$ cat src/rtl/level_ram_ctrl.sv
// Per-user level counter kept in an external synchronous-read RAM.
// Clears all slots after reset, then serves saturating read-modify-write level-ups.
module level_ram_ctrl #(
    parameter int          DATA_W    = 8,
    parameter int          ADDR_W    = 8,
    parameter int          USER_W    = 4,
    parameter int          NUM_USERS = 4,
    parameter int          BASE_ADDR = 0,
    parameter int unsigned MAX_LEVEL = (32'd1 << DATA_W) - 32'd1
) (
    input  logic              clk,
    input  logic              reset,
    input  logic [USER_W-1:0] user_id,
    input  logic              success,
    input  logic              clear_req,
    input  logic [DATA_W-1:0] data_in,
    output logic [ADDR_W-1:0] address_out,
    output logic [DATA_W-1:0] data_out,
    output logic              r_w,
    output logic              busy,
    output logic              init_done,
    output logic [DATA_W-1:0] level_out,
    output logic              level_valid,
    output logic              drop
);

    localparam logic [2:0] ST_CLEAR = 3'd0;
    localparam logic [2:0] ST_IDLE  = 3'd1;
    localparam logic [2:0] ST_READ  = 3'd2;
    localparam logic [2:0] ST_CALC  = 3'd3;
    localparam logic [2:0] ST_WRITE = 3'd4;

    localparam logic [ADDR_W-1:0] BASE_A   = ADDR_W'(BASE_ADDR);
    localparam logic [DATA_W-1:0] MAX_L    = DATA_W'(MAX_LEVEL);
    localparam logic [USER_W-1:0] LAST_IDX = USER_W'(NUM_USERS - 1);
    localparam logic [USER_W:0]   USER_LIM = (USER_W + 1)'(NUM_USERS);

    logic [2:0]        state;
    logic [USER_W-1:0] idx;
    logic [USER_W-1:0] slot;
    logic              pend_clr;
    logic              user_ok;
    logic [DATA_W-1:0] next_level;

    always_comb begin
        user_ok    = ({1'b0, user_id} < USER_LIM);
        next_level = (data_in < MAX_L) ? data_in + DATA_W'(1) : MAX_L;
    end

    always_ff @(posedge clk or negedge reset) begin
        if (!reset) begin
            state       <= ST_CLEAR;
            idx         <= '0;
            slot        <= '0;
            pend_clr    <= 1'b0;
            address_out <= BASE_A;
            data_out    <= '0;
            r_w         <= 1'b0;
            busy        <= 1'b1;
            init_done   <= 1'b0;
            level_out   <= '0;
            level_valid <= 1'b0;
            drop        <= 1'b0;
        end else begin
            level_valid <= 1'b0;
            drop        <= 1'b0;
            case (state)
                ST_CLEAR: begin
                    // clear_req here is absorbed; success is still reported as dropped
                    address_out <= BASE_A + ADDR_W'(idx);
                    data_out    <= '0;
                    r_w         <= 1'b1;
                    drop        <= success;
                    if (idx == LAST_IDX) begin
                        idx       <= '0;
                        init_done <= 1'b1;
                        busy      <= 1'b0;
                        state     <= ST_IDLE;
                    end else begin
                        idx <= idx + 1'b1;
                    end
                end
                ST_IDLE: begin
                    r_w <= 1'b0;
                    if (clear_req || pend_clr) begin
                        pend_clr <= 1'b0;
                        idx      <= '0;
                        busy     <= 1'b1;
                        drop     <= success;
                        state    <= ST_CLEAR;
                    end else if (success) begin
                        if (user_ok) begin
                            slot        <= user_id;
                            address_out <= BASE_A + ADDR_W'(user_id);
                            busy        <= 1'b1;
                            state       <= ST_READ;
                        end else begin
                            drop <= 1'b1;
                        end
                    end
                end
                ST_READ: begin
                    r_w   <= 1'b0;
                    drop  <= success;
                    state <= ST_CALC;
                    if (clear_req) pend_clr <= 1'b1;
                end
                ST_CALC: begin
                    // read data arrives this cycle; the write strobe is registered for WRITE
                    address_out <= BASE_A + ADDR_W'(slot);
                    data_out    <= next_level;
                    r_w         <= 1'b1;
                    level_out   <= next_level;
                    level_valid <= 1'b1;
                    drop        <= success;
                    state       <= ST_WRITE;
                    if (clear_req) pend_clr <= 1'b1;
                end
                ST_WRITE: begin
                    r_w   <= 1'b0;
                    busy  <= 1'b0;
                    drop  <= success;
                    state <= ST_IDLE;
                    if (clear_req) pend_clr <= 1'b1;
                end
                default: begin
                    idx   <= '0;
                    r_w   <= 1'b0;
                    busy  <= 1'b1;
                    state <= ST_CLEAR;
                end
            endcase
        end
    end

endmodule

$ cat config.mk
export PLATFORM = sky130hd
export DESIGN_NAME = level_ram_ctrl
export DESIGN_NICKNAME = d
export VERILOG_FILES = /design/src/rtl/level_ram_ctrl.sv
export SDC_FILE = /design/constraint.sdc
export NUM_CORES = 1
export LEC_CHECK = 0
export CORE_MARGIN = 3
export CORE_UTILIZATION = 35
export DETAILED_ROUTE_END_ITERATION = 6
export GPL_ROUTABILITY_DRIVEN = 0
export PLACE_DENSITY_LB_ADDON = 0.12
export SLEW_MARGIN = 0
export SYNTH_ARGS = -nofsm -noshare
export SYNTH_HDL_FRONTEND = slang
export SYNTH_SLANG_ARGS = --single-unit
$ cat constraint.sdc
create_clock -name clk -period 1.7 [get_ports clk]
set_clock_uncertainty 0.2 [all_clocks]
set_input_delay 0.51 -clock clk [delete_from_list [all_inputs] [get_ports clk]]
set_output_delay 0.51 -clock clk [all_outputs]
set_load 0.1 [all_outputs]
* Yosys cells after proc, flatten, opt, wreduce, memory -nomap -nowiden
Cells that the tools add are included. Widths: inputs -> output; s select.
Word-level totals: flip-flop bits (word level) 41, bits of input ports 16, output and inout port bits 29, word-level logic and storage cells 76
Operators by class: $add $sub $neg 2, $lt $le $gt $ge 2, equality and inequality tests 13, multiplexer cells 28, bitwise operators 3, reductions and logical operators 16
Operators with widths (number):
- $mux 8 | 4
- $pmux 8 s3 | 1
- $pmux 8 s2 | 1
- $pmux 3 s5 | 1
- $mux 3 | 4
- $pmux 4 s3 | 1
- $reduce_and 4->1 | 3
- $mux 1 | 11
- $ne 2x2->1 const B | 5
- $add 8x1->8 const B | 1
- $lt 8x8->1 const B | 1
- $mux 4 | 2
- $eq 3x2->1 const B | 2
- $ne 3x3->1 const B | 2
- $reduce_and 3->1 | 2
- $add 4x1->4 const B | 1
- $eq 4x2->1 const B | 1
- $lt 4x3->1 const B | 1
- $pmux 1 s2 | 2
- $pmux 1 s4 | 1
- $reduce_and 2->1 | 2
- $reduce_bool 2->1 | 2
- $reduce_or 2->1 | 2
- $reduce_or 4->1 | 1
- other kinds (8) | 10

* Depth between registers and ports, before layout
depth in word-level cells 5, gate-level depth with buffers 8

* Least setup slack after synthesis
Ideal clock, no wire load.
path type input-to-reg, start point input user_id[2], end point register address_out[0], data arrival time 1.388 ns, slack -0.012 ns, stages 4, buffers on the path 0, cells stage by stage nor2_1 nand3_1 a211o_1 a211o_1
On the way: word-level cells in the longest chain between the ends 3
Ends and longest elaborated chain:
- start, declared | line 13 | input logic [USER_W-1:0] user_id,
- $lt 4x3->1 | line 46 | user_ok = ({1'b0, user_id} < USER_LIM);
- $ne 2x2->1 (no line)
- $reduce_and 4->1 (no line)
- end signal, assigned | line 70 | address_out <= BASE_A + ADDR_W'(idx);
- end signal, assigned | line 94 | address_out <= BASE_A + ADDR_W'(user_id);
- end signal, assigned | line 110 | address_out <= BASE_A + ADDR_W'(slot);
- end, declared | line 17 | output logic [ADDR_W-1:0] address_out,
No other way between the ends. A chain may end at the register's enable or synchronous reset.

* Worst setup path in the final report
start point register busy, end point output busy
RTL lines:
- start, declared | line 20 | output logic busy,
- start signal, assigned | line 59 | busy <= 1'b1;
- start signal, assigned | line 77 | busy <= 1'b0;
- start signal, assigned | line 88 | busy <= 1'b1;
No word-level cell between the ends.

==> results.cfg <==
[synthesis]
synth_top_area_share_pct = 51.7
yosysTopAreaCell = dfrtp_1
syn-mean-instance-area_um2 = 10.6
ys_seq_elements = 37
synth_area_leaders = dfrtp_1 (52%), a21o_1 (5.2%), nand2_1 (3.0%)
ys_seq_area_share_pct = 53.2
netlist_area_um2 = 1740
synthArstFlopShare_pct = 100
syn_inst = 164
synth_flop_cell = dfrtp_1
synth.distinct_cells = 49
synth_edf_count = 0
yosysWarningCount = 0

[cells_and_area]
fin_nets = 246
syn_to_final_growth_pct = 56.6
antennaDiodeCount = 0
fin_util_pct = 57.4
drive_gt1_share_pct = 33.8
fillers = 413
stdcell_count = 295

[sta]
period_needed_ns = 1.73
rsz0062_at_grt = yes
fin_ws_ns = -0.0289
setup_violations = 1
slew_violations = 0
max_freq_mhz = 578
hold_viol = 0
post-route-period-util_pct = 102
whs_ns = 0.300
tns_ns = -0.0289

[pwr]
vdd.ir_drop.worst_v = 0.000967
p_per_area_nw_per_um2 = 1700
total_power_w = 0.00464
leakage_nw = 1.35

[setup_path]
path_cells = buf_12
cp-start-kind = flop
cp_slowest_cell = dfstp_2
path_max_fanout = 2
cp.required_ns = 0.99
crit_buf_inv = 1
end_kind = output pin
critPathMaxStageDelay_ns = 0.56
r2r-start = state[0]
startpoint = busy
worstPathArrival_ns = 1.02
cpLargestDelayFamily = flip-flops
critPathKind = reg2out

[clocking]
cts_inserted_buffers = 5
clk_latency_ns = 0.29
clockRootBuffer = clkbuf_8
clk_pin_slew_ns = 0.07
cts_hold_buf = 0
cts_sinks = 37
h-tree-depth = 2
clock_path_buffers = 2
post-cts-setup-buffers = 0
cts_tree = built

[detailed_routing]
viasPerCell = 5.14
wl_per_cell_um = 14.9
drtIter0Drc = 101
wl_mm = 4.41
vias = 1516
drc = 0
drtAntennaViolNets = 0
drt_first_pass_iters = 4

[floorplanning]
initial_core_util_pct = 36.7
dieWidth_um = 76.6
core_area_um2 = 4750
die-area_um2 = 5860
num_io_pins = 45
num_rows = 25
die_h_um = 76.6

[place]
portBuffers = 40
dpl.hpwl_mm = 3.28
dp_cells = 288

[hold_path]
hp-class = reg2reg
hold_start = slot[2]

[run_status]
outcome = complete, but fails checks
violations = setup timing

[global_routing]
grt_start_max_net_pins = 38
overflow = 0
track_usage_pct = 16.3
grt_pass1_vias = 1523
antenna_found_initial = 0
grt_pass1_wl_mm = 7.66

[flow_run]
maxCapViolations = 0
power by group:
part	switching (W)	total, W	internal [W]
logic	0.00167	0.00265	0.000984
registers	0.000260	0.00137	0.00111
clock network	0.000295	0.000617	0.000322
total	0.00222	0.00464	0.00242
sequential cells by signal, summed over array words and instances (netlist names):
| signal | cells |
|---|---|
| address_out | 4 |
| busy | 1 |
| data_out | 8 |
| drop | 1 |
| idx | 4 |
| init_done | 1 |
| level_out | 8 |
| level_valid | 1 |
| pend_clr | 1 |
| r_w | 1 |
| slot | 4 |
| state | 3 |
metal layers:
metal  global-route usage, %  wire length [um]  vias up
met5                       0                 0        -
met4                    4.89                61        0
met3                    4.73               209        7
met2                    26.6              2250       44
met1                    21.1              1890      752
li1                        -                 -      713
synthesized netlist by cell type, types with 2 or more instances:
cell	count
o21ai_0	9
nor3_1	2
nand4_1	2
a31oi_1	5
or3b_1	2
a211o_1	3
nor2b_1	2
nand3_1	5
nand2b_1	2
nor3b_1	3
a21oi_1	6
nor2_1	9
nand2_1	14
a21o_1	12
o21ai_1	2
ha_1	2
dfrtp_1	36
a22oi_1	4
buf_4	6
inv_1	5
buf_2	2
o2bb2ai_1	2
o21a_1	3
cell type report:
class,count,area [um2],share of cell area (%)
well taps,67,83.8,3.07
multi-input cells,115,785,28.7
repair buffers,63,821,30.1
inverters,6,23.8,0.871
flip-flops and latches,37,930,34.1
clock buffers,7,86.3,3.16
layout by cell type (no fill, tap or decap), types with 3 or more instances in the layout:
| cell | count |
|---|---|
| a21oi_1 | 5 |
| inv_1 | 5 |
| clkbuf_8 | 6 |
| nor2_1 | 7 |
| o21ai_0 | 9 |
| conb_1 | 4 |
| dfrtp_1 | 34 |
| a22oi_1 | 4 |
| nand3_1 | 5 |
| o21a_1 | 3 |
| a211o_1 | 3 |
| buf_4 | 22 |
| nand2_1 | 14 |
| a21o_1 | 12 |
| clkdlybuf4s50_1 | 3 |
| buf_12 | 26 |
| dlygate4sd2_1 | 12 |
| a31oi_1 | 5 |
logic make-up (layout without fill, tap and decap cells):
kind of cell | after synthesis | count (layout) | share of synthesized area (%)
compound gates | 54 | 54 | 21.5
xor+xnor | 1 | 1 | 0.503
fa+ha+maj | 2 | 2 | 1.44
buf+inv | 15 | 76 | 4.74
flops | 37 | 37 | 53.2
other cells | 1 | 4 | 0.215
simple gates | 54 | 54 | 18.4
worst paths after layout:
check	endpoint	depth (start not counted)	slack, ns
max	busy	1	-0.03
min	slot[2]	1	0.30
max reg2reg	level_out[2]	6	0.08
min reg2reg	slot[2]	1	0.30
max in group asynchronous	busy	2	0.66
min in group asynchronous	drop	2	0.39
through the flow:
step / area [um2] / setup slack, ns
global route: 2730 / -0.0626
finish: 2730 / -0.0289
global placement: 2620 / -0.458
detailed placement: 2620 / -0.497
CTS: 2710 / -0.0431
floorplan: 1760 / 0.0391
what timing repair did:
action,4_1_cts,5_1_grt
pin swaps,7,0
resized for setup,17,6
endpoints found under the hold margin,0,0
setup endpoints to repair,29,12
No activity file was read; power rests on OpenSTA's default activity.
